## src/rtl/fifo_stim_pkg.sv

```systemverilog
// Shared types and constants for the FIFO stimulus generator.
// Tap masks are right-shift Galois form: bit k set means x^(k+1) is in the polynomial.
package fifo_stim_pkg;

    typedef enum logic [2:0] {
        StIdle,
        StFill,
        StDrain,
        StMix,
        StFlush,
        StFin
    } stim_state_e;

    // Gating LFSR: x^8 + x^6 + x^5 + x^4 + 1
    localparam logic [7:0] GateSeed = 8'hA5;
    localparam logic [7:0] GateTaps = 8'hB8;

    localparam int unsigned CntW = 16;

    // Maximal-length tap masks for the data LFSR, indexed by width.
    function automatic logic [31:0] lfsr_taps(int unsigned width);
        case (width)
            4:       return 32'h0000_000C;
            5:       return 32'h0000_0014;
            6:       return 32'h0000_0030;
            7:       return 32'h0000_0060;
            8:       return 32'h0000_00B8;
            10:      return 32'h0000_0240;
            12:      return 32'h0000_0E08;
            16:      return 32'h0000_B400;
            24:      return 32'h00E1_0000;
            32:      return 32'h8020_0003;
            default: return 32'h0000_00B8;
        endcase
    endfunction

endpackage

```

## src/rtl/fifo_stim_gen_if.sv

```systemverilog
// FIFO request-side bundle: strobes and write data out of the generator,
// full/empty flags back from the FIFO under test.
interface fifo_stim_gen_if #(
    parameter int unsigned DATA_W = 8
);
    logic              wq;
    logic              rq;
    logic [DATA_W-1:0] wr_data;
    logic              full;
    logic              empty;

    modport master (output wq, rq, wr_data, input full, empty);
    modport slave  (input wq, rq, wr_data, output full, empty);
endinterface

```

## src/rtl/stim_lfsr.sv

```systemverilog
// Right-shift Galois LFSR with synchronous reload and step enable.
module stim_lfsr #(
    parameter int unsigned      Width = 8,
    parameter logic [Width-1:0] Taps  = '1,
    parameter logic [Width-1:0] Seed  = '1
) (
    input  logic             clk,
    input  logic             rst_n,
    input  logic             load,
    input  logic             step,
    output logic [Width-1:0] value
);

    logic [Width-1:0] lfsr_q, lfsr_d;

    always_comb begin
        lfsr_d = lfsr_q;
        if (load) begin
            lfsr_d = Seed;
        end else if (step) begin
            lfsr_d = (lfsr_q >> 1) ^ (lfsr_q[0] ? Taps : '0);
        end
    end

    always_ff @(posedge clk or negedge rst_n) begin
        if (!rst_n) begin
            lfsr_q <= Seed;
        end else begin
            lfsr_q <= lfsr_d;
        end
    end

    assign value = lfsr_q;

endmodule

```

## src/rtl/fifo_stim_gen.sv

```systemverilog
// FIFO traffic generator: FILL, DRAIN, LFSR-gated MIX, FLUSH, then a done pulse.
// Define FIFO_STIM_LFSR_EN for LFSR write data instead of an incrementing count.
module fifo_stim_gen
    import fifo_stim_pkg::*;
#(
    parameter int unsigned DATA_W  = 8,
    parameter int unsigned PTR_W   = 4,
    parameter int unsigned MIX_LEN = 64
) (
    input  logic                    clk,
    input  logic                    rst_n,
    input  logic                    start,
    fifo_stim_gen_if.master         bus,
    output logic                    busy,
    output logic                    done,
    output logic [CntW-1:0]         wr_cnt,
    output logic [CntW-1:0]         rd_cnt
);

    localparam int unsigned     Depth   = 2 ** PTR_W;
    localparam logic [PTR_W:0]  OccFull = (PTR_W + 1)'(Depth);
    localparam int unsigned     MixW    = (MIX_LEN > 1) ? $clog2(MIX_LEN) : 1;
    localparam logic [MixW-1:0] MixLast = MixW'(MIX_LEN - 1);

    stim_state_e       state_q, state_d;
    logic [PTR_W:0]    occ_q, occ_d;
    logic [MixW-1:0]   mix_q, mix_d;
    logic [CntW-1:0]   wr_cnt_q, wr_cnt_d, rd_cnt_q, rd_cnt_d;
    logic              wq_q, rq_q;
    logic [DATA_W-1:0] wr_data_q, wr_data_d;
    logic              wr_en, rd_en, seq_start, gate_step;
    logic              can_wr, can_rd;
    logic [7:0]        gate_val;
    logic [DATA_W-1:0] pat_val;
    logic              unused_gate_bits;

    // Flags and local occupancy must both allow a request; the stricter one wins.
    assign can_wr = (occ_q < OccFull) && !bus.full;
    assign can_rd = (occ_q != '0) && !bus.empty;

    // Gating sequence is reseeded at each start so every sequence is repeatable.
    stim_lfsr #(
        .Width (8),
        .Taps  (GateTaps),
        .Seed  (GateSeed)
    ) u_gate_lfsr (
        .clk   (clk),
        .rst_n (rst_n),
        .load  (seq_start),
        .step  (gate_step),
        .value (gate_val)
    );

    assign unused_gate_bits = ^gate_val[7:2];

`ifdef FIFO_STIM_LFSR_EN
    stim_lfsr #(
        .Width (DATA_W),
        .Taps  (DATA_W'(lfsr_taps(DATA_W))),
        .Seed  ({DATA_W{1'b1}})
    ) u_data_lfsr (
        .clk   (clk),
        .rst_n (rst_n),
        .load  (seq_start),
        .step  (wr_en),
        .value (pat_val)
    );
`else
    logic [DATA_W-1:0] pat_q;

    always_ff @(posedge clk or negedge rst_n) begin
        if (!rst_n) begin
            pat_q <= '0;
        end else if (seq_start) begin
            pat_q <= '0;
        end else if (wr_en) begin
            pat_q <= pat_q + 1'b1;
        end
    end

    assign pat_val = pat_q;
`endif

    always_comb begin
        state_d   = state_q;
        mix_d     = mix_q;
        wr_en     = 1'b0;
        rd_en     = 1'b0;
        seq_start = 1'b0;
        gate_step = 1'b0;
        unique case (state_q)
            StIdle: begin
                if (start) begin
                    seq_start = 1'b1;
                    mix_d     = '0;
                    state_d   = StFill;
                end
            end
            StFill:           wr_en = can_wr;
            StDrain, StFlush: rd_en = can_rd;
            StMix: begin
                wr_en     = gate_val[0] && can_wr;
                rd_en     = gate_val[1] && can_rd;
                gate_step = 1'b1;
                mix_d     = mix_q + 1'b1;
            end
            StFin:   state_d = StIdle;
            default: state_d = StIdle;
        endcase

        occ_d = occ_q;
        if (seq_start) begin
            occ_d = '0;
        end else if (wr_en && !rd_en) begin
            occ_d = occ_q + 1'b1;
        end else if (rd_en && !wr_en) begin
            occ_d = occ_q - 1'b1;
        end

        // Phase exits look at post-update occupancy so no idle cycle is inserted.
        case (state_q)
            StFill:  if (occ_d == OccFull) state_d = StDrain;
            StDrain: if (occ_d == '0) state_d = StMix;
            StMix:   if (mix_q == MixLast) state_d = StFlush;
            StFlush: if (occ_d == '0) state_d = StFin;
            default: ;
        endcase
    end

    always_comb begin
        wr_cnt_d  = wr_cnt_q;
        rd_cnt_d  = rd_cnt_q;
        wr_data_d = wr_data_q;
        if (seq_start) begin
            wr_cnt_d = '0;
            rd_cnt_d = '0;
        end else begin
            if (wr_en && (wr_cnt_q != '1)) wr_cnt_d = wr_cnt_q + 1'b1;
            if (rd_en && (rd_cnt_q != '1)) rd_cnt_d = rd_cnt_q + 1'b1;
        end
        if (wr_en) wr_data_d = pat_val;
    end

    always_ff @(posedge clk or negedge rst_n) begin
        if (!rst_n) begin
            state_q   <= StIdle;
            occ_q     <= '0;
            mix_q     <= '0;
            wr_cnt_q  <= '0;
            rd_cnt_q  <= '0;
            wq_q      <= 1'b0;
            rq_q      <= 1'b0;
            wr_data_q <= '0;
        end else begin
            state_q   <= state_d;
            occ_q     <= occ_d;
            mix_q     <= mix_d;
            wr_cnt_q  <= wr_cnt_d;
            rd_cnt_q  <= rd_cnt_d;
            wq_q      <= wr_en;
            rq_q      <= rd_en;
            wr_data_q <= wr_data_d;
        end
    end

    assign bus.wq      = wq_q;
    assign bus.rq      = rq_q;
    assign bus.wr_data = wr_data_q;
    assign busy        = (state_q == StFill) || (state_q == StDrain) ||
                         (state_q == StMix)  || (state_q == StFlush);
    assign done        = (state_q == StFin);
    assign wr_cnt      = wr_cnt_q;
    assign rd_cnt      = rd_cnt_q;

endmodule
```

## src/flat_wrapper.sv

```systemverilog
// flat-port wrapper written by rule: the top's interface ports become plain ports
module fifo_stim_gen_flat import fifo_stim_pkg::*;
#(
    parameter int unsigned DATA_W  = 8,
    parameter int unsigned PTR_W   = 4,
    parameter int unsigned MIX_LEN = 64
)
  (clk, rst_n, start, busy, done, wr_cnt, rd_cnt, bus_wq, bus_rq, bus_wr_data, bus_full, bus_empty);
  fifo_stim_gen_if #(.DATA_W(DATA_W)) bus_i ();
  input  logic clk;
  input  logic rst_n;
  input  logic start;
  output logic busy;
  output logic done;
  output logic [CntW-1:0] wr_cnt;
  output logic [CntW-1:0] rd_cnt;
  output wire logic [$bits(bus_i.wq)-1:0] bus_wq;
  output wire logic [$bits(bus_i.rq)-1:0] bus_rq;
  output wire logic [$bits(bus_i.wr_data)-1:0] bus_wr_data;
  input wire logic [$bits(bus_i.full)-1:0] bus_full;
  input wire logic [$bits(bus_i.empty)-1:0] bus_empty;
  assign bus_wq = bus_i.wq;
  assign bus_rq = bus_i.rq;
  assign bus_wr_data = bus_i.wr_data;
  assign bus_i.full = bus_full;
  assign bus_i.empty = bus_empty;
  fifo_stim_gen #(.DATA_W(DATA_W), .PTR_W(PTR_W), .MIX_LEN(MIX_LEN)) u_core (.clk(clk), .rst_n(rst_n), .start(start), .bus(bus_i), .busy(busy), .done(done), .wr_cnt(wr_cnt), .rd_cnt(rd_cnt));
endmodule
```

## config.mk

```make
export PLATFORM = sky130hd
export DESIGN_NAME = fifo_stim_gen_flat
export DESIGN_NICKNAME = d
export VERILOG_FILES = /design/src/rtl/fifo_stim_pkg.sv /design/src/rtl/fifo_stim_gen_if.sv /design/src/rtl/stim_lfsr.sv /design/src/rtl/fifo_stim_gen.sv /design/src/flat_wrapper.sv
export SDC_FILE = /design/constraint.sdc
export NUM_CORES = 1
export LEC_CHECK = 0
export ABC_AREA = 1
export BUFFER_PORTS_ARGS = -buffer_cell sky130_fd_sc_hd__buf_2
export CAP_MARGIN = 25
export CORE_ASPECT_RATIO = 0.5
export CORE_MARGIN = 2
export CORE_UTILIZATION = 58
export CTS_CLUSTER_SIZE = 20
export DETAILED_ROUTE_END_ITERATION = 10
export PLACE_DENSITY_LB_ADDON = 0.08
export SKIP_CTS_REPAIR_TIMING = 1
export SYNTH_ARGS = -nofsm -noshare
export SYNTH_HDL_FRONTEND = slang
export SYNTH_HIERARCHICAL = 1
export SYNTH_SLANG_ARGS = --single-unit
```

## constraint.sdc

```tcl
create_clock -name clk -period 2.7 [get_ports clk]
set_input_delay 0.405 -clock clk [delete_from_list [all_inputs] [get_ports clk]]
set_output_delay 0.405 -clock clk [all_outputs]
set_load 0.05 [all_outputs]
```

==> summary.md, run 1 <==
| Metric | Value |
|---|---|
| Antenna violations before repair | `0` |
| Min cycle time layout | `2.26 ns` |
| Die W | `121 um` |
| Number of endpoints with negative hold slack in the final report | `0` |
| Worst-Margin Slew | `0.497 ns` |
| Most common cell in the netlist | `sky130_fd_sc_hd__nand2_1` |
| Instance count of the mapped netlist | `501` |
| Tot Pwr | `4.69 mW` |
| CTS tree | `done` |
| Max-capacitance violation count | `0` |
| Area of the die | `0.00752 mm2` |
| Flip-flop and latch count after synthesis | `72` |
| Result of the run | `finished clean` |
| Worst-skew pair later-pin latency | `0.33 ns` |
| Maximum level of the CTS H-tree | `3` |
| Clock buffer count from CTS | `9` |
| Filler cells | `567` |
| Top cell type's share of synthesized area | `0.431` |
| Total DRC errors in the routed layout | `0` |
| Netlist area before placement | `0.00394 mm2` |
| Synth Net Count | `513` |
| Classification of the worst-slack hold path | `in -> async` |
| Asr flop ratio synth | `1.00` |
| Gr ovfl total | `0` |
| Area added between synthesis and finish | `16.0%` |
| Avg Cell Area, Syn | `7.87 um2` |
| Die extent in y | `62.3 um` |
| Relative max-transition margin | `0.667` |
| Highest ir drop seen on vdd | `597 uV` |
| Cell leakage power | `2.28 nW` |
| Routed length per instance | `12.6 um` |
| Total via count after detailed routing | `3442` |
| Number of slew-limit violations in the final report | `0` |
| Count of clock tree sinks | `72` |
| Total iterations of the first detailed-routing run | `5` |
| GRT Resource Usage Total | `0.248` |
| Cell types occupying the most area after synthesis | `sky130_fd_sc_hd__dfrtp_1 43%, sky130_fd_sc_hd__nand2_1 11%, sky130_fd_sc_hd__inv_1 5.7%` |
| Total length of routed wires | `8210 um` |
| Final Non-Filler Cells | `652` |
| Total power density per cell area | `1030 mW/mm2` |
| Maximum number of pins on one net before global-route repair | `73` |
| Syn. warnings | `6` |
| Vias in the first global route | `3291` |
| Number of distinct library cell variants in the gate-level netlist after synthesis | `38` |
| Arrival time at the worst endpoint | `2.46 ns` |
| Type of the setup path with the least slack | `reg -> reg` |
| Antenna-violating nets left | `0` |
| Core area | `0.00662 mm2` |
| Part of the Yosys area used for sequential elements | `0.458` |
| Diode insertion count for antenna repair | `0` |
| Std-Cell Rows | `21` |
| Count of endpoints failing setup in the final report | `0` |
| DR vias/cell | `5.28` |
| Post-DP HPWL | `5960 um` |
| Setup TNS Final | `0 ns` |
| Ratio of final minimum period to clock period | `0.837` |
| Iter 0 DRT Violations | `247` |
| Count of input and output buffers | `48` |
| Data required time of the worst path | `2.90 ns` |
| Clock transition at the registers of the reported paths | `0.05 ns` |
| Max Buffers Root-to-Sink | `2` |
| CTS root buffer | `sky130_fd_sc_hd__clkbuf_16` |
| Number of enable flip-flop cells after synthesis | `0` |
| Fraction of final layout cells with drive strength greater than 1 | `0.177` |
| Final clock skew | `0.00637 ns` |
| Wire length of the first global-routing pass | `14700 um` |
| Max FO, Critical Path | `25` |
| Nets | `569` |
| Commonest cells in the netlist | `116 x sky130_fd_sc_hd__nand2_1, 68 x sky130_fd_sc_hd__dfrtp_1, 60 x sky130_fd_sc_hd__inv_1` |
| Placer's final routability congestion estimate | `0.889` |
| I/O pin count | `49` |
| Effective utilization at floorplan | `0.596` |
| Prevailing post-synth register cell | `sky130_fd_sc_hd__dfrtp_1` |
| RSZ-0062 raised after global routing | `false` |
| Startpoint type of the worst setup path | `flip-flop` |
| Inst Count DP | `638` |
| Highest achievable clock rate | `442 MHz` |
| Type of element capturing the critical path | `flip-flop` |
| Post-synth top area cell | `sky130_fd_sc_hd__dfrtp_1` |
-- metrics by stage --
| step | setup slack (ns) | hold slack [ns] | area [um2] | util |
|---|---|---|---|---|
| floorplan | 0.357 | 0.109 | 3940 | - |
| global placement | 0.496 | 0.461 | 4320 | 0.652 |
| detailed placement | 0.461 | 0.459 | 4320 | 0.652 |
| CTS | 0.446 | 0.107 | 4580 | 0.691 |
| global route | 0.199 | 0.131 | 4580 | 0.691 |
| finish | 0.440 | 0.0925 | 4580 | 0.691 |
-- registers in the layout, indices dropped and copies added (netlist names) --
register,cells
u_core/wr_cnt,16
u_core/rd_cnt,16
u_core/bus.wq,1
u_core/bus.wr_data,8
u_core/mix_q,6
u_core/state_q,3
u_core/bus.rq,1
u_core/pat_q,8
u_core/u_gate_lfsr/value,8
u_core/occ_q,5
-- worst paths after layout --
check | startpoint | end | slack [ns] | cells past startpoint
min in group clk | bus_empty | u_core/bus.rq | 0.46 | 4
setup / recovery | u_core/u_gate_lfsr/value[0] | u_core/state_q[0] | 0.44 | 13
hold reg to reg | u_core/u_gate_lfsr/value[3] | u_core/u_gate_lfsr/value[3] | 0.48 | 2
max in group asynchronous | rst_n | u_core/u_gate_lfsr/value[2] | 2.27 | 2
setup reg to reg | u_core/u_gate_lfsr/value[0] | u_core/state_q[0] | 0.44 | 13
hold / removal | rst_n | u_core/wr_cnt[3] | 0.09 | 2
-- cells by family (layout without fill, tap and decap cells) --
| kind of cell | Yosys count | count (layout) | synth area share |
|---|---|---|---|
| XOR/XNOR | 17 | 17 | 0.0378 |
| AND/OR/NAND/NOR | 254 | 254 | 0.298 |
| flip-flops | 72 | 72 | 0.458 |
| buffers and inverters | 77 | 136 | 0.0746 |
| adder cells (fa/ha/maj) | 7 | 7 | 0.0222 |
| AO/OA/AOI/OAI | 74 | 74 | 0.110 |
-- power breakdown --
group	switching, mW	internal, mW
clock	0.392	0.634
sequential	0.265	1.39
combinational	1.44	0.565
total	2.10	2.59
-- cells in the final DEF, fill, tap and decap left out, drive strengths merged, types with 3 or more instances in the layout --
cell type,n
dfstp,4
xor2,14
xnor2,3
nand3,48
clkbuf,13
nor3,17
inv,67
a21oi,21
dfrtp,68
buf,54
o21ai,38
nor2,50
nand2,123
nand4,13
ha,7
o31ai,9
-- final cells by class --
class / count / area (um2) / share of cell area
multi-input cells: 352 / 1840 / 0.403
flip-flops and latches: 72 / 1810 / 0.395
repair buffers: 54 / 298 / 0.0651
inverters: 68 / 258 / 0.0563
clock buffers: 13 / 250 / 0.0547
well taps: 92 / 115 / 0.0252
clock inverters: 1 / 5.00 / 0.00109
-- per-layer routing --
metal  part of all wire  up-vias  GRT usage
met3              0.052        8     0.0680
met4              0.011        0     0.0901
met2               0.45       79      0.386
li1                   -     1756          -
met1               0.49     1599      0.335
met5                  0        -          0
-- worst max-delay path, stage by stage (launching register included) --
cell and delay, ns:
sky130_fd_sc_hd__dfstp_2 0.56, sky130_fd_sc_hd__nand4_1 0.10, sky130_fd_sc_hd__nand2_1 0.09, sky130_fd_sc_hd__nand2_2 0.24, sky130_fd_sc_hd__inv_2 0.28, sky130_fd_sc_hd__nand2_2 0.15, sky130_fd_sc_hd__nand2_1 0.08, sky130_fd_sc_hd__nand2_1 0.05
sky130_fd_sc_hd__nand3_1 0.08, sky130_fd_sc_hd__nand2_1 0.05, sky130_fd_sc_hd__nor2_1 0.13, sky130_fd_sc_hd__nand2_1 0.10, sky130_fd_sc_hd__a21oi_1 0.13, sky130_fd_sc_hd__nand3_1 0.08
Power figures use the tool's default switching activity.
==> run 2, diff against run 1 <==
--- a/config.mk
+++ b/config.mk
@@ -10,7 +10,7 @@
 export CAP_MARGIN = 25
 export CORE_ASPECT_RATIO = 0.5
 export CORE_MARGIN = 2
-export CORE_UTILIZATION = 58
+export CORE_UTILIZATION = 53
 export CTS_CLUSTER_SIZE = 20
 export DETAILED_ROUTE_END_ITERATION = 10
 export PLACE_DENSITY_LB_ADDON = 0.08
==> constraint.sdc (replaced) <==
create_clock -name clk -period 1.9 [get_ports clk]
set_input_delay 0.285 -clock clk [delete_from_list [all_inputs] [get_ports clk]]
set_output_delay 0.285 -clock clk [all_outputs]
set_load 0.05 [all_outputs]
==> run 2 against run 1 <==
  * The run now ends with negative hold slack, negative setup slack left
  * Clock-buffer cell count shrank 3
  * Non-clock buffer count grew 38
  * Combinational power grew 77%
  * Via count grew 5.8%
  * Total power grew 64%
  * Critical path depth grew 2
  * Routed wire length grew 14%
  * Utilization grew 1.4 points
  * Register-to-register slack lost 0.50 ns
  * Final cell count grew 6.7%
  * Fmax grew 15%
  * Clock skew is essentially flat
  * Critical path type unchanged
  * Critical endpoint is now u_core/state_q[1]
  * Largest cell class unchanged
  * Largest power group unchanged
==> summary.md, run 2 (synthesis results as in run 1) <==
| Metric | Value |
|---|---|
| Routed length per instance | `13.4 um (+6.4%)` |
| Count of clock tree sinks | `72 (unchanged)` |
| Filler cells | `592 (+4.4%)` |
| Maximum level of the CTS H-tree | `3 (unchanged)` |
| Violations in the final reports | `negative hold slack, negative setup slack` |
| DR vias/cell | `5.23 (-0.88%)` |
| Nets | `607 (+6.7%)` |
| Total iterations of the first detailed-routing run | `5 (unchanged)` |
| Worst-Margin Slew | `0.392 ns (-0.105 ns)` |
| CTS root buffer | `sky130_fd_sc_hd__clkbuf_16` |
| Maximum number of pins on one net before global-route repair | `73 (unchanged)` |
| Type of element capturing the critical path | `flip-flop` |
| Total via count after detailed routing | `3642 (+5.8%)` |
| Clock buffer count from CTS | `9 (unchanged)` |
| I/O pin count | `49 (unchanged)` |
| Crit path setup slack, layout | `-0.0595 ns (-0.499 ns)` |
| Die W | `126 um (+4.5%)` |
| Type of the setup path with the least slack | `reg -> reg` |
| GRT Resource Usage Total | `0.242 (-0.00547)` |
| Area of the die | `0.00819 mm2 (+9.0%)` |
| Count of endpoints failing setup in the final report | `2 (+2)` |
| RSZ-0062 raised after global routing | `true` |
| Antenna-violating nets left | `0 (unchanged)` |
| Clock transition at the registers of the reported paths | `0.06 ns (about the same)` |
| Max Buffers Root-to-Sink | `2 (unchanged)` |
| Cell leakage power | `2.49 nW (+9.3%)` |
| Total power density per cell area | `1500 mW/mm2 (+47%)` |
| Tot Pwr | `7.70 mW (+64%)` |
| Vias in the first global route | `3478 (+5.7%)` |
| Internal reg-to-reg setup slack | `-0.06 ns (-0.50 ns)` |
| Worst-skew pair later-pin latency | `0.33 ns (about the same)` |
| Max-capacitance violation count | `0 (unchanged)` |
| Min cycle time layout | `1.96 ns (-0.301 ns)` |
| Iter 0 DRT Violations | `245 (-0.81%)` |
| Highest achievable clock rate | `510 MHz (+15%)` |
| Count of input and output buffers | `48 (unchanged)` |
| Startpoint type of the worst setup path | `flip-flop` |
| Die extent in y | `65.0 um (+4.3%)` |
| Wire length of the first global-routing pass | `15900 um (+7.7%)` |
| Post-DP HPWL | `6490 um (+8.9%)` |
| Gr ovfl total | `0 (unchanged)` |
| Placer's final routability congestion estimate | `0.858 (-3.5%)` |
| Startpoint of the worst-slack reg-to-reg timing path | `u_core/occ_q[1]` |
| Total DRC errors in the routed layout | `0 (unchanged)` |
| Core area | `0.00727 mm2 (+9.8%)` |
| Length in cells of the worst reg-to-reg path | `15 (+2)` |
| Most common cell after layout, fill and taps aside | `sky130_fd_sc_hd__nand2_1` |
| Std-Cell Rows | `22 (+4.8%)` |
| Area added between synthesis and finish | `29.9%` |
| Arrival time at the worst endpoint | `2.20 ns (-0.26 ns)` |
| Highest-count cells in the layout ignoring fill and taps | `112 x sky130_fd_sc_hd__nand2_1, 55 x sky130_fd_sc_hd__inv_1, 49 x sky130_fd_sc_hd__dfrtp_1` |
| Max FO, Critical Path | `3 (-88%)` |
| First element of the critical path | `u_core/occ_q[1]` |
| Diode insertion count for antenna repair | `0 (unchanged)` |
| Fraction of final layout cells with drive strength greater than 1 | `0.313 (+0.137)` |
| Final clock skew | `0.00663 ns (+0.000264 ns)` |
| Number of endpoints with negative hold slack in the final report | `27 (+27)` |
| Antenna violations before repair | `0 (unchanged)` |
| CTS tree | `done` |
| Critical Path Sink | `u_core/state_q[1]` |
| Classification of the worst-slack hold path | `in -> async` |
| Highest ir drop seen on vdd | `771 uV (+29%)` |
| Number of slew-limit violations in the final report | `0 (unchanged)` |
| Result of the run | `complete, but fails checks` |
| Total length of routed wires | `9320 um (+14%)` |
| Data required time of the worst path | `2.14 ns (-0.76 ns)` |
| Capture point of the worst reg-to-reg path | `u_core/state_q[1]` |
| Effective utilization at floorplan | `0.543 (-0.0529)` |
| WHS | `-0.0319 ns (-0.124 ns)` |
| Relative max-transition margin | `0.737 (+0.0703)` |
| Ratio of final minimum period to clock period | `1.03 (+0.194)` |
[run 2: changes by cell type in the layout (fill, tap and decap cells not counted), sizes merged]
cell	before	now
clkinvlp	0	1
clkinv	2	4
buf	54	91
clkbuf	13	11
bufinv	0	2
[run 2: metrics by stage]
stage | worst slack (ns) | utilization | cells | TNS [ns] | instance area, um2
6_report | -0.0595 | 0.705 | 696 | -0.0947 | 5120
3_3_place_gp | 0.0374 | 0.638 | 674 | 0 | 4640
3_5_place_dp | -0.0283 | 0.638 | 674 | -0.0283 | 4640
4_1_cts | -0.0364 | 0.683 | 690 | -0.0364 | 4960
5_1_grt | -0.202 | 0.705 | 696 | -0.928 | 5120
2_1_floorplan | -0.138 | - | 501 | -1.31 | 4000
[run 2: metal layers]
layer | track usage | part of all wire | vias up
met2 | 0.390 | 0.46 | 94
met1 | 0.327 | 0.49 | 1710
met3 | 0.0619 | 0.045 | 8
li1 | - | - | 1830
met5 | 0 | 0 | -
met4 | 0.0701 | 0.0071 | 0
[run 2: layout make-up]
class | instances | area [um2] | share of cell area
Sequential cell | 72 | 1830 | 0.357
Tap cell | 96 | 120 | 0.0234
Inverter | 68 | 263 | 0.0513
Timing Repair Buffer | 92 | 617 | 0.120
Clock buffer | 10 | 239 | 0.0466
Multi-Input combinational cell | 352 | 1970 | 0.385
Clock inverter | 6 | 82.6 | 0.0161
[run 2: worst min path at each step]
stage	startpoint	endpoint	slack, ns	cells past startpoint
finish	rst_n	u_core/bus.wr_data[2]	-0.03	2
global route	rst_n	u_core/bus.wr_data[2]	0.01	2
CTS	rst_n	u_core/bus.wr_data[3]	-0.003	2
detailed placement	rst_n	u_core/bus.wr_data[3]	0.35	2
global placement	rst_n	u_core/bus.wr_data[3]	0.34	2
floorplan	rst_n	u_core/bus.rq	-0.01	0
[run 2: critical path, stage by stage, from the launching register on]
cell                       delay, ns
sky130_fd_sc_hd__dfrtp_1        0.37
sky130_fd_sc_hd__inv_2          0.06
sky130_fd_sc_hd__ha_4           0.15
sky130_fd_sc_hd__inv_2          0.05
sky130_fd_sc_hd__nor2_2         0.04
sky130_fd_sc_hd__a21oi_4        0.22
sky130_fd_sc_hd__buf_6          0.12
sky130_fd_sc_hd__nand4_1        0.08
sky130_fd_sc_hd__nand2_1        0.09
sky130_fd_sc_hd__nand2_1        0.06
sky130_fd_sc_hd__nand2_1        0.08
sky130_fd_sc_hd__nand2_1        0.07
sky130_fd_sc_hd__nor2_2         0.13
sky130_fd_sc_hd__nand2_2        0.08
sky130_fd_sc_hd__buf_4          0.13
sky130_fd_sc_hd__o211ai_1       0.14
[run 2: power breakdown]
part           leakage [nW]  internal, mW  switching, mW  total (mW)
Clock                 0.158          1.18          0.620        1.80
Combinational          1.40          1.21           2.35        3.56
Sequential            0.927          2.00          0.342        2.34
Total                  2.49          4.39           3.32        7.70
